### src/rtl/uart_tx_arbiter.sv
// Round-robin arbiter sharing one UART transmitter between requesters A and B.
// Optional macro UART_TX_ARB_TIMEOUT_EN abandons transfers whose done edge never arrives.
module uart_tx_arbiter #(
    parameter int unsigned WIDTH_WORD     = 8,
    parameter int unsigned TIMEOUT_CYCLES = 65535
) (
    input  logic                  i_clock,
    input  logic                  i_reset,
    input  logic                  i_req_a,
    input  logic [WIDTH_WORD-1:0] i_data_a,
    output logic                  o_ack_a,
    input  logic                  i_req_b,
    input  logic [WIDTH_WORD-1:0] i_data_b,
    output logic                  o_ack_b,
    output logic                  o_tx_start,
    output logic [WIDTH_WORD-1:0] o_data_tx,
    input  logic                  i_tx_done,
    output logic [1:0]            o_grant,
    output logic                  o_busy,
    output logic                  o_timeout
);

    typedef enum logic [1:0] {
        IDLE      = 2'd0,
        START     = 2'd1,
        WAIT_DONE = 2'd2
    } state_t;

    // Elaboration-time guard on the supported timeout range
    if (TIMEOUT_CYCLES < 2 || TIMEOUT_CYCLES > 65535) begin : g_bad_timeout
        $error("uart_tx_arbiter: TIMEOUT_CYCLES out of range 2..65535");
    end

    state_t                state_q, state_d;
    logic                  prio_b_q, prio_b_d;
    logic                  done_q;
    logic                  done_rise;
    logic                  grant_a, grant_b;
    logic                  ack_a_d, ack_b_d, tx_start_d, busy_d;
    logic [1:0]            grant_d;
    logic [WIDTH_WORD-1:0] data_tx_d;

`ifdef UART_TX_ARB_TIMEOUT_EN
    localparam int unsigned CNT_W = 16;
    localparam logic [CNT_W-1:0] CNT_LAST = CNT_W'(TIMEOUT_CYCLES - 1);
    logic [CNT_W-1:0] cnt_q, cnt_d;
    logic             timeout_d;
`endif

    // prio_b_q set means B wins a tie (A was served last)
    assign grant_a   = i_req_a && (!i_req_b || !prio_b_q);
    assign grant_b   = i_req_b && !grant_a;
    assign done_rise = i_tx_done && !done_q;

    // Next-state and next-output logic
    always_comb begin
        state_d    = state_q;
        prio_b_d   = prio_b_q;
        ack_a_d    = 1'b0;
        ack_b_d    = 1'b0;
        tx_start_d = 1'b0;
        data_tx_d  = o_data_tx;
        grant_d    = o_grant;
        busy_d     = o_busy;
`ifdef UART_TX_ARB_TIMEOUT_EN
        cnt_d      = cnt_q;
        timeout_d  = 1'b0;
`endif
        unique case (state_q)
            IDLE: begin
                if (grant_a || grant_b) begin
                    state_d    = START;
                    tx_start_d = 1'b1;
                    busy_d     = 1'b1;
                    ack_a_d    = grant_a;
                    ack_b_d    = grant_b;
                    grant_d    = {grant_b, grant_a};
                    data_tx_d  = grant_a ? i_data_a : i_data_b;
                    prio_b_d   = grant_a;
`ifdef UART_TX_ARB_TIMEOUT_EN
                    cnt_d      = '0;
`endif
                end
            end
            START: begin
                state_d = WAIT_DONE;
            end
            WAIT_DONE: begin
                // A done edge wins over a simultaneous timeout
                if (done_rise) begin
                    state_d = IDLE;
                    grant_d = 2'b00;
                    busy_d  = 1'b0;
                end
`ifdef UART_TX_ARB_TIMEOUT_EN
                else if (cnt_q == CNT_LAST) begin
                    state_d   = IDLE;
                    grant_d   = 2'b00;
                    busy_d    = 1'b0;
                    timeout_d = 1'b1;
                end else begin
                    cnt_d = cnt_q + CNT_W'(1);
                end
`endif
            end
            default: begin
                state_d = IDLE;
                grant_d = 2'b00;
                busy_d  = 1'b0;
            end
        endcase
    end

    // State and registered outputs
    always_ff @(posedge i_clock or posedge i_reset) begin
        if (i_reset) begin
            state_q    <= IDLE;
            prio_b_q   <= 1'b0;
            done_q     <= 1'b0;
            o_ack_a    <= 1'b0;
            o_ack_b    <= 1'b0;
            o_tx_start <= 1'b0;
            o_data_tx  <= '0;
            o_grant    <= 2'b00;
            o_busy     <= 1'b0;
        end else begin
            state_q    <= state_d;
            prio_b_q   <= prio_b_d;
            done_q     <= i_tx_done;
            o_ack_a    <= ack_a_d;
            o_ack_b    <= ack_b_d;
            o_tx_start <= tx_start_d;
            o_data_tx  <= data_tx_d;
            o_grant    <= grant_d;
            o_busy     <= busy_d;
        end
    end

`ifdef UART_TX_ARB_TIMEOUT_EN
    always_ff @(posedge i_clock or posedge i_reset) begin
        if (i_reset) begin
            cnt_q     <= '0;
            o_timeout <= 1'b0;
        end else begin
            cnt_q     <= cnt_d;
            o_timeout <= timeout_d;
        end
    end
`else
    assign o_timeout = 1'b0;
`endif

endmodule

### config.mk
export PLATFORM = sky130hd
export DESIGN_NAME = uart_tx_arbiter
export DESIGN_NICKNAME = d
export VERILOG_FILES = /design/src/rtl/uart_tx_arbiter.sv
export SDC_FILE = /design/constraint.sdc
export NUM_CORES = 1
export LEC_CHECK = 0
export ABC_AREA = 1
export CAP_MARGIN = 20
export CORE_MARGIN = 4
export CORE_UTILIZATION = 46
export CTS_BUF_LIST = sky130_fd_sc_hd__clkbuf_8
export DETAILED_ROUTE_END_ITERATION = 10
export HOLD_SLACK_MARGIN = 0.03
export PLACE_DENSITY = 0.91
export SLEW_MARGIN = 30
export SYNTH_ARGS = -nofsm -noshare
export SYNTH_HDL_FRONTEND = slang
export SYNTH_SLANG_ARGS = --single-unit
export TNS_END_PERCENT = 30
### constraint.sdc
create_clock -name i_clock -period 1.92 [get_ports i_clock]
set_input_delay 0.192 -clock i_clock [delete_from_list [all_inputs] [get_ports i_clock]]
set_output_delay 0.192 -clock i_clock [all_outputs]
set_load 0.005 [all_outputs]
After elaboration in Yosys (flattened, before gate mapping)
Cells that the tools add are included.
Storage, ports and cells
  input bits: 21
  register bits: 18
  output and inout port bits: 15
Operators by class
  muxes and demuxes: 15
  equality and inequality tests: 4
  reductions and logical operators: 13
  bitwise operators: 1
Operators with widths (number)
  one-hot mux 2 bit (3 select lines): 2
  2-to-1 mux 1 bit: 8
  2-to-1 mux 8 bit: 1
  2-to-1 mux 2 bit: 3
  logical NOT 1 bit: 4
  != test 2 bit (second input constant): 2
  AND reduction 2 bit: 2
  logical AND 1 bit: 3
  one-hot mux 1 bit (3 select lines): 1
  AND reduction 3 bit: 1
  == test 2 x 1 -> 1 bit (second input constant): 1
  == test 2 bit (second input constant): 1
  logical NOT 2 bit: 1
  logical OR 1 bit: 2
  inverter 1 bit: 1

Logic depth before layout (Yosys ltp)
Gate-level depths: netlist (run 1).
  depth after elaboration: 8
  depth in mapped cells: 7

Least setup slack after synthesis (run 1)
No wires, ideal clock.
  path kind: register to register
  start: register state_q[1]
  end: register o_data_tx[0]
  slack: 876 ps
  cell stages (with the launch flop): 6
  clock period less this slack: 1044 ps
  setup time: 117 ps
  arrival time: 928 ps
  data required time: 1803 ps
  path through: dfrtp_1 > nor2_4 > nand2_1 > buf_4 > nand3_1 > nand2_1
On the way
  cells in the longest elaborated chain, start to end: 2
Ends and longest elaborated chain
  from (decl): RTL line 34  | state_t state_q, state_d;
  from (signal assigned): RTL line 127  | state_q <= state_d;
  logical NOT 2 bit: RTL line 69  | unique case (state_q)
  AND reduction 2 bit (no line)
  to (signal assigned): RTL line 133  | o_data_tx <= data_tx_d;
  to (decl): RTL line 16  | output logic [WIDTH_WORD-1:0] o_data_tx,
Every way passes these cells.
A chain may end at the register's enable or synchronous reset.

Worst setup path in the final report (run 1)
  start: register state_q[1]
  end: register o_data_tx[4]
Same word-level chain as after synthesis.

==> run metrics, run 1 <==
Clock Skew 0.00121 ns; syn nets ~120; RD Place Congestion 0.777; Final Power around 1.6 mW; Synth Instances a little over 100; Setup Total Neg Slack 0 ns; CTS tree yes; Req. time, crit path 2.11 ns; initial antenna violation count 0; Post-Syn Area per Cell 7.93 um^2; layout cells sized above 1 under 10%; ys async rst share 100%; Final ANT Viol Nets 0; Placed Cells approximately 160; top_reg_cell synth dfrtp_1; die area between 2000 and 3000 um^2; VDD IR-drop max ~0.00075 V; largest net degree at the start of global routing 19; Area Growth Syn to Fin 47.6%; number of flops mapped to enable cells by yosys 0; Die X 50.1 um; synthesis-stage register bit count 18; final WL around 1.9 mm; I/O Buffers 34; via count between 700 and 800; GR Util All Layers between 15 and 20%; FF/Latch Area between 400 and 500 um^2; top post-synthesis cells by count 55 x nand2_1, 18 x dfrtp_1, 9 x inv_1; Hold Slack ~0.34 ns; Cell Pwr Density around 1400 nW/um^2; endpoints failing setup 0; core area roughly 1600 um^2; Max Slew Vio Count 0; drt pass-1 iters 4; delay-heaviest family, CP simple AND/OR/NAND/NOR gates; Crit. End Element flip-flop; H-tree depth 1; cts hold-fix bufs 0; post-synth top area cell dfrtp_1; critical path type reg -> reg; Final Hold Fails 0; vias in the first global route between 700 and 800; # DRC 0; global route overflow 0; Die Ht 50.1 um; fin cells between 150 and 200; CP max stage delay approximately 0.42 ns; CTS buffer count 3; first-iteration detailed-routing DRC count 15; Slowest cell on crit path dfrtp_1; Setup crit start kind flip-flop; WP data arrival between 1.5 and 2 ns; Max-cap violations 0; final core utilization 75.7%; multi-input combinational cell area 299 um^2; Clock Sinks 18; Crit path buffers/inverters 0; post-DP HPWL ~1.4 mm; RSZ-0062 raised after global routing false; Initial Util between 50% and 60%; worst min-delay path category in -> async; clk buf depth 2; post-synth top area share 55.1%; worst-skew pair later-pin latency roughly 0.25 ns; CP max FO 12; register area share after synthesis about 55%; WL per Instance 12.0 um; Static Leakage 0.654 nW; vias per cell roughly 4.7; synthesized area roughly 820 um^2; worst path cell trace nor2_4, nand2_1, nand2_2, nand2_1, nand2_1; cells taking the most area after synthesis dfrtp_1 55%, nand2_1 25%, nand3_1 4.9%; Yosys warnings 0; post_cts resized 0; ant diodes 0; first-pass GRT wire length approximately 3.2 mm; relative slew slack 55.5%; CP dominant cell by count nand2_1; Worst Tran Pin Value approximately 0.67 ns; Peak Freq approximately 720 MHz; fin crit share between 70% and 80%; nets between 150 and 200; FILL cells approximately 120; status complete, no violations; Root Driver clkbuf_8; post-synthesis cell type count 13; most frequent cell after synthesis nand2_1; # Post-CTS Setup Buffers 0; Rows 14; min cycle time layout 1.39 ns; Ports 36; Clock Pin Slew Worst Setup and Hold Paths 0.07 ns
-- cells by family (layout without fill, tap and decap cells) --
kind of cell | count (synthesis) | count (layout) | synth area share [%]
compound gates | 1 | 1 | 0.612
flops | 18 | 18 | 55.1
other cells | 1 | 1 | 0.459
simple gates | 69 | 69 | 35.5
buf+inv | 14 | 48 | 8.27
-- worst paths after layout --
kind                            slack [ns]                       end  depth (start not counted)                    from
worst max-delay path                  0.53  o_data_tx[4]$_DFFE_PP0P_                          5  state_q[1]$_DFFE_PP0P_
worst min-delay path                  0.34  o_data_tx[1]$_DFFE_PP0P_                          2                 i_reset
worst max register to register        0.53  o_data_tx[4]$_DFFE_PP0P_                          5  state_q[1]$_DFFE_PP0P_
worst min register to register        0.48    o_grant[0]$_DFFE_PP0P_                          2  o_grant[0]$_DFFE_PP0P_
max in group asynchronous             1.15    state_q[1]$_DFFE_PP0P_                          2                 i_reset
min in group i_clock                  0.42          done_q$_DFF_PP0_                          1               i_tx_done
-- flip-flops by register name (all words and copies together) (netlist names) --
| signal | cells |
|---|---|
| o_data_tx | 8 |
| prio_b_q | 1 |
| state_q | 2 |
| done_q | 1 |
| o_grant | 2 |
| o_ack_b | 1 |
| o_busy | 1 |
| o_tx_start | 1 |
| o_ack_a | 1 |
-- cells in the final DEF (no fill, tap or decap) --
master,synthesis,routed
nand3b_1,1,1
clkdlybuf4s50_1,0,34
a21oi_1,1,1
clkbuf_8,0,3
conb_1,1,1
buf_4,4,1
nand2_1,55,55
nor2_1,2,2
nand2_4,1,1
inv_2,1,1
nor2_4,1,1
nand2_2,1,1
nand3_1,8,8
inv_1,9,9
dfrtp_1,18,18
-- report_power, final --
part	switching [mW]	leakage, nW	internal [mW]
sequential	0.101	0.225	0.544
clock	0.121	0.0216	0.139
combinational	0.353	0.407	0.381
-- final cells by class --
type | instances | share of cell area (%)
inverter | 10 | 3.11
clock buffer | 3 | 3.42
sequential | 18 | 37.3
tap | 24 | 2.49
multi-input combinational | 71 | 24.8
timing repair buffer | 35 | 28.8
-- stage by stage --
step,setup WS (ns),cell area [um^2]
after floorplan,0.876,817
after global placement,0.476,1160
after detailed placement,0.416,1160
after CTS,0.557,1210
after global routing,0.463,1210
final,0.533,1210
-- metal layers --
layer | global-route usage, % | routed length (um) | up-vias
met2 | 30.4 | 1010 | 31
li1 | - | - | 371
met1 | 18.0 | 738 | 348
met3 | 4.14 | 161 | 2
met5 | 0 | 0 | -
met4 | 9.22 | 8 | 0
Power figures use the tool's default switching activity.
==> run 2, diff against run 1 <==
--- a/config.mk
+++ b/config.mk
@@ -8,11 +8,11 @@
 export ABC_AREA = 1
 export CAP_MARGIN = 20
 export CORE_MARGIN = 4
-export CORE_UTILIZATION = 46
+export CORE_UTILIZATION = 42
 export CTS_BUF_LIST = sky130_fd_sc_hd__clkbuf_8
 export DETAILED_ROUTE_END_ITERATION = 10
 export HOLD_SLACK_MARGIN = 0.03
-export PLACE_DENSITY = 0.91
+export PLACE_DENSITY = 0.84
 export SLEW_MARGIN = 30
 export SYNTH_ARGS = -nofsm -noshare
 export SYNTH_HDL_FRONTEND = slang
==> constraint.sdc (replaced) <==
create_clock -name i_clock -period 1.3 [get_ports i_clock]
set_input_delay 0.13 -clock i_clock [delete_from_list [all_inputs] [get_ports i_clock]]
set_output_delay 0.13 -clock i_clock [all_outputs]
set_load 0.005 [all_outputs]
==> run 2 against run 1 <==
Global-route usage down 1.4 points. Final cell count up 5.0%. Sequential cell count unchanged. Critical path depth down 4. Largest cell class unchanged. Count of clock-buffer cells in the layout up 1. Combinational power up 53%. Die area up 8.0%. Wire length down 2.1%. Hold slack worse by 0.15 ns.
==> run metrics, run 2 (synthesis gave the netlist of run 1 again) <==
CTS tree yes; most frequent cells in the layout 55 x nand2_1, 34 x clkdlybuf4s50_1, 18 x dfrtp_1; vias in the first global route 747 (-3.4%); CP max FO 2 (-10); commonest non-fill, non-tap cell in the layout nand2_1; Cell Pwr Density 1980 nW/um^2 (+46%); endpoints failing setup 0 (unchanged); first-pass GRT wire length 3.06 mm (-4.5%); layout cells sized above 1 10.4% (+4.6 points); cts hold-fix bufs 0 (unchanged); WP data arrival 1.12 ns (-0.46 ns); Final Hold Fails 0 (unchanged); fin crit share ~96%; GR Layer Usage met3 3.44% (-0.70 points); Crit. End Element output port; gr busiest metal met2; Seq pwr share 37.7% (-1.6 points); # Post-CTS Setup Buffers 0 (unchanged); first-iteration detailed-routing DRC count 17 (+2); via count 762 (+1.3%); sw frac 32.8% (-2.3 points); Static Leakage 0.688 nW (+5.3%); Slowest cell on crit path clkdlybuf4s50_1; VDD IR-drop max 0.000934 V (+25%); GR Util All Layers 15.5% (-1.4 points); Die Ht 52.1 um (+3.9%); max reg flops 8 (unchanged); post-DP HPWL 1.55 mm (+11%); drt pass-1 iters 5 (+1); H-tree depth 1 (unchanged); final WL 1.88 mm (-2.1%); RD Place Congestion 0.778 (+0.15%); die area 2710 um^2 (+8.0%); Clock Skew 0.000999 ns (-0.000214 ns); Max-cap violations 0 (unchanged); Area Growth Syn to Fin 55.0%; Clock Pin Slew Worst Setup and Hold Paths 0.07 ns (about the same); Clk pwr share 17.6% (+1.7 points); FF/Latch Area 450 um^2 (unchanged); ant diodes 0 (unchanged); post_cts resized 0 (unchanged); I/O Buffers 34 (unchanged); biggest regs o_data_tx: 8 flops, o_grant: 2 flops, state_q: 2 flops; WL per Instance 11.1 um (-6.7%); core area 1780 um^2 (+12%); largest net degree at the start of global routing 19 (unchanged); status complete, no violations; Peak Freq between 800 and 900 MHz; Setup crit start kind flip-flop; global route overflow 0 (unchanged); multi-input combinational cell area 299 um^2 (unchanged); Final ANT Viol Nets 0 (unchanged); Crit path buffers/inverters 1 (+1); Die X 52.1 um (+3.9%); worst min-delay path category in -> async; Initial Util 45.8% (-5.4 points); initial antenna violation count 0 (unchanged); Clock Sinks 18 (unchanged); worst-skew pair later-pin latency 0.25 ns (about the same); met2 usage 29.3% (-1.1 points); RSZ-0062 raised after global routing false; # DRC 0 (unchanged); critical path type reg -> out; FILL cells 137 (+16%); Top reg by flops o_data_tx; final core utilization 71.0% (-4.6 points); CP max stage delay 0.51 ns (+0.09 ns); met1 Track Usage GR 15.6% (-2.4 points); Rows 15 (+1); Final Power 2.51 mW (+53%); Int Pwr 1.69 mW (+59%); Req. time, crit path 1.17 ns (-0.94 ns); sw power 0.823 mW (+43%); Comb pwr share 44.6% (-0.2 points); clk buf depth 2 (unchanged); CTS buffer count 3 (unchanged); Ports 36 (unchanged); delay-heaviest family, CP buffers and inverters; Root Driver clkbuf_8; worst path cell trace clkdlybuf4s50_1; Max Slew Vio Count 0 (unchanged); vias per cell 4.51 (-3.5%); nets 166 (+3.8%); min cycle time layout 1.25 ns; Setup Total Neg Slack 0 ns (unchanged)
-- run 2: area by class of cell --
| type | count | area share [%] |
|---|---|---|
| clock buffers | 4 | 4.35 |
| flip-flops and latches | 18 | 35.6 |
| multi-input cells | 71 | 23.6 |
| well taps | 25 | 2.47 |
| repair buffers | 41 | 31.0 |
| inverters | 10 | 2.96 |
-- run 2: final timing paths --
check | startpoint | endpoint | slack, ns | cells past startpoint
max in group asynchronous | i_reset | o_data_tx[5]$_DFFE_PP0P_ | 0.92 | 3
max reg2reg | prio_b_q$_DFFE_PP0P_ | o_data_tx[7]$_DFFE_PP0P_ | 0.13 | 7
min in group i_clock | i_tx_done | done_q$_DFF_PP0_ | 0.36 | 1
min | i_reset | o_data_tx[6]$_DFFE_PP0P_ | 0.19 | 3
max | o_data_tx[2]$_DFFE_PP0P_ | o_data_tx[2] | 0.05 | 1
min reg2reg | o_busy$_DFFE_PP0P_ | o_busy$_DFFE_PP0P_ | 0.48 | 2
-- run 2: layer usage --
metal  up-vias  wire (um)
met3         0        128
met4         0          0
li1        388          -
met5         -          0
met2        27       1030
met1       347        722
-- run 2: through the flow --
step	cells	area (um^2)	hold WS (ns)	worst slack (ns)
floorplan	103	817	0.0686	0.256
global placement	165	1210	0.457	-0.0111
detailed placement	165	1210	0.464	-0.0454
CTS	169	1270	0.197	0.0404
global route	169	1270	0.211	0.00111
finish	169	1270	0.195	0.0531
-- run 2: power groups by stage --
stage / clock network (mW) / registers (mW) / logic [mW]
after floorplan: 0 / 0.959 / 0.522
after global placement: 0 / 0.949 / 1.10
after detailed placement: 0 / 0.960 / 1.14
after CTS: 0.456 / 0.951 / 1.15
after global routing: 0.481 / 0.977 / 1.24
final: 0.443 / 0.947 / 1.12
==> run 3, diff against run 2 <==
==> constraint.sdc (replaced) <==
create_clock -name i_clock -period 1.3 [get_ports i_clock]
set_input_delay 0.26 -clock i_clock [delete_from_list [all_inputs] [get_ports i_clock]]
set_output_delay 0.26 -clock i_clock [all_outputs]
set_load 0.005 [all_outputs]
==> run 3 against run 2 <==
Clock skew about the same. Total power down 1.1%. Core utilization rose by 1.3 points. Die area unchanged. First-iteration DRC count shrank 47%. Register-to-register slack better by 0.02 ns. Largest cell class unchanged.
==> run metrics, run 3 (synthesis gave the netlist of run 1 again) <==
Area Growth Syn to Fin 57.7%; Top reg by flops o_data_tx; Req. time, crit path 1.44 ns (+0.27 ns); drt pass-1 iters 2 (-3); commonest non-fill, non-tap cell in the layout nand2_1; multi-input combinational cell area 314 um^2 (+5.0%); Die X 52.1 um (unchanged); Final Hold Fails 0 (unchanged); CP max FO 6 (+4); final core utilization 72.3% (+1.3 points); first-iteration detailed-routing DRC count 9 (-8); worst path cell trace clkdlybuf4s50_1, nand2_1, nand2_4, inv_4, nand2_4, buf_4, nand3_1, nand2_1; met2 usage 31.0% (+1.7 points); Max-cap violations 0 (unchanged); Cell Pwr Density 1930 nW/um^2 (-2.9%); Max Slew Vio Count 0 (unchanged); vias per cell 4.56 (+1.2%); Clock Sinks 18 (unchanged); Setup crit start kind input port; gr busiest metal met2; layout cells sized above 1 13.6% (+3.2 points); most frequent cells in the layout 53 x nand2_1, 20 x clkdlybuf4s50_1, 18 x dfrtp_1; Static Leakage 0.740 nW (+7.6%); VDD IR-drop max 0.00118 V (+26%); Clock Pin Slew Worst Setup and Hold Paths 0.06 ns (about the same); Die Ht 52.1 um (unchanged); status complete, no violations; post-DP HPWL 1.52 mm (-1.7%); initial antenna violation count 0 (unchanged); FILL cells 142 (+3.6%); delay-heaviest family, CP buffers and inverters; global route overflow 0 (unchanged); Peak Freq 833 MHz (+3.9%); Crit path buffers/inverters 3 (+2); Initial Util 45.8% (unchanged); biggest regs o_data_tx: 8 flops, o_grant: 2 flops, state_q: 2 flops; endpoints failing setup 0 (unchanged); die area 2710 um^2 (unchanged); Ports 36 (unchanged); fin crit share 92.3% (-3.6 points); cts hold-fix bufs 0 (unchanged); I/O Buffers 34 (unchanged); WL per Instance 11.9 um (+6.4%); WP data arrival 1.34 ns (+0.22 ns); largest net degree at the start of global routing 19 (unchanged); Final Power 2.48 mW (-1.1%); worst r2r path cells 7 (unchanged); FF/Latch Area 450 um^2 (unchanged); Crit. path cell count 8 (+7); first-pass GRT wire length 3.28 mm (+7.5%); Rows 15 (unchanged); CP max stage delay 0.43 ns (-0.08 ns); clk buf depth 2 (unchanged); # DRC 0 (unchanged); critical path type in -> reg; Root Driver clkbuf_8; final WL 2.04 mm (+8.3%); RSZ-0062 raised after global routing false; post-route cell area 1290 um^2 (+1.8%); min cycle time layout 1.20 ns (-0.0470 ns); via count 785 (+3.0%); nets 169 (+1.8%); GR Layer Usage met3 3.72% (+0.29 points); Final Worst Setup Slack 0.100 ns (+0.0470 ns); RD Place Congestion 0.781 (+0.45%); max reg flops 8 (unchanged); core area 1780 um^2 (unchanged); Final ANT Viol Nets 0 (unchanged); CTS tree yes; met1 Track Usage GR 16.6% (+1.0 points); Slowest cell on crit path clkdlybuf4s50_1; Placed Area 1220 um^2 (+0.62%); worst min-delay path category in -> async; pre-CTS setup slack -0.174 ns (-0.129 ns); vias in the first global route 805 (+7.8%); Crit. End Element flip-flop; worst-skew pair later-pin latency 0.25 ns (about the same); H-tree depth 1 (unchanged); CTS buffer count 3 (unchanged); ant diodes 0 (unchanged); Clock Skew 0.000979 ns (-0.0000200 ns); GR Util All Layers 16.8% (+1.3 points)
## run 3: changes by cell type in the layout (fill, tap and decap cells not counted), sizes merged
cell	previous run	this run
buf	7	9
clkinvlp	0	1
clkdlybuf4s50	34	20
dlygate4sd2	0	14
## run 3: routing by layer
metal	share of wire (%)	up-vias
li1	-	393
met1	40	360
met2	52	28
met3	5.7	4
met4	2.4	0
met5	0	-
## run 3: final timing paths
check                                            start                  endpoint  slack, ns
worst max-delay path                           i_req_b  o_data_tx[7]$_DFFE_PP0P_       0.10
worst min-delay path                           i_reset      o_tx_start$_DFF_PP0_       0.33
worst max register to register    prio_b_q$_DFFE_PP0P_  o_data_tx[7]$_DFFE_PP0P_       0.15
worst min register to register  o_grant[0]$_DFFE_PP0P_    o_grant[0]$_DFFE_PP0P_       0.48
max in group asynchronous                      i_reset  o_data_tx[1]$_DFFE_PP0P_       0.78
min in group i_clock            o_grant[0]$_DFFE_PP0P_    o_grant[0]$_DFFE_PP0P_       0.48
## run 3: area by class of cell
class | count | area share [%]
tap | 25 | 2.43
multi-input combinational | 71 | 24.4
inverter | 10 | 3.11
timing repair buffer | 43 | 30.3
sequential | 18 | 35.0
clock buffer | 4 | 4.27
timing repair inverter | 1 | 0.583
## run 3: worst min-delay path, cell delays in order
cell and delay (ns):
clkdlybuf4s50_1 0.40, inv_1 0.05, buf_4 0.24
## run 3: what timing repair did
action,4_1_cts,5_1_grt
gates cloned,0,1
setup buffers,1,0
gates resized for setup,14,5
setup endpoints to repair,14,9
pin swaps,0,0
## run 3: power breakdown
part | switching [mW] | internal [mW]
sequential | 0.133 | 0.804
clock | 0.180 | 0.269
combinational | 0.559 | 0.538
## run 3: through the flow
stage / cells / setup TNS, ns / hold slack [ns]
floorplan: 103 / 0 / 0.199
global placement: 166 / -1.52 / 0.457
detailed placement: 166 / -1.89 / 0.473
CTS: 171 / 0 / 0.331
global route: 172 / 0 / 0.346
finish: 172 / 0 / 0.326
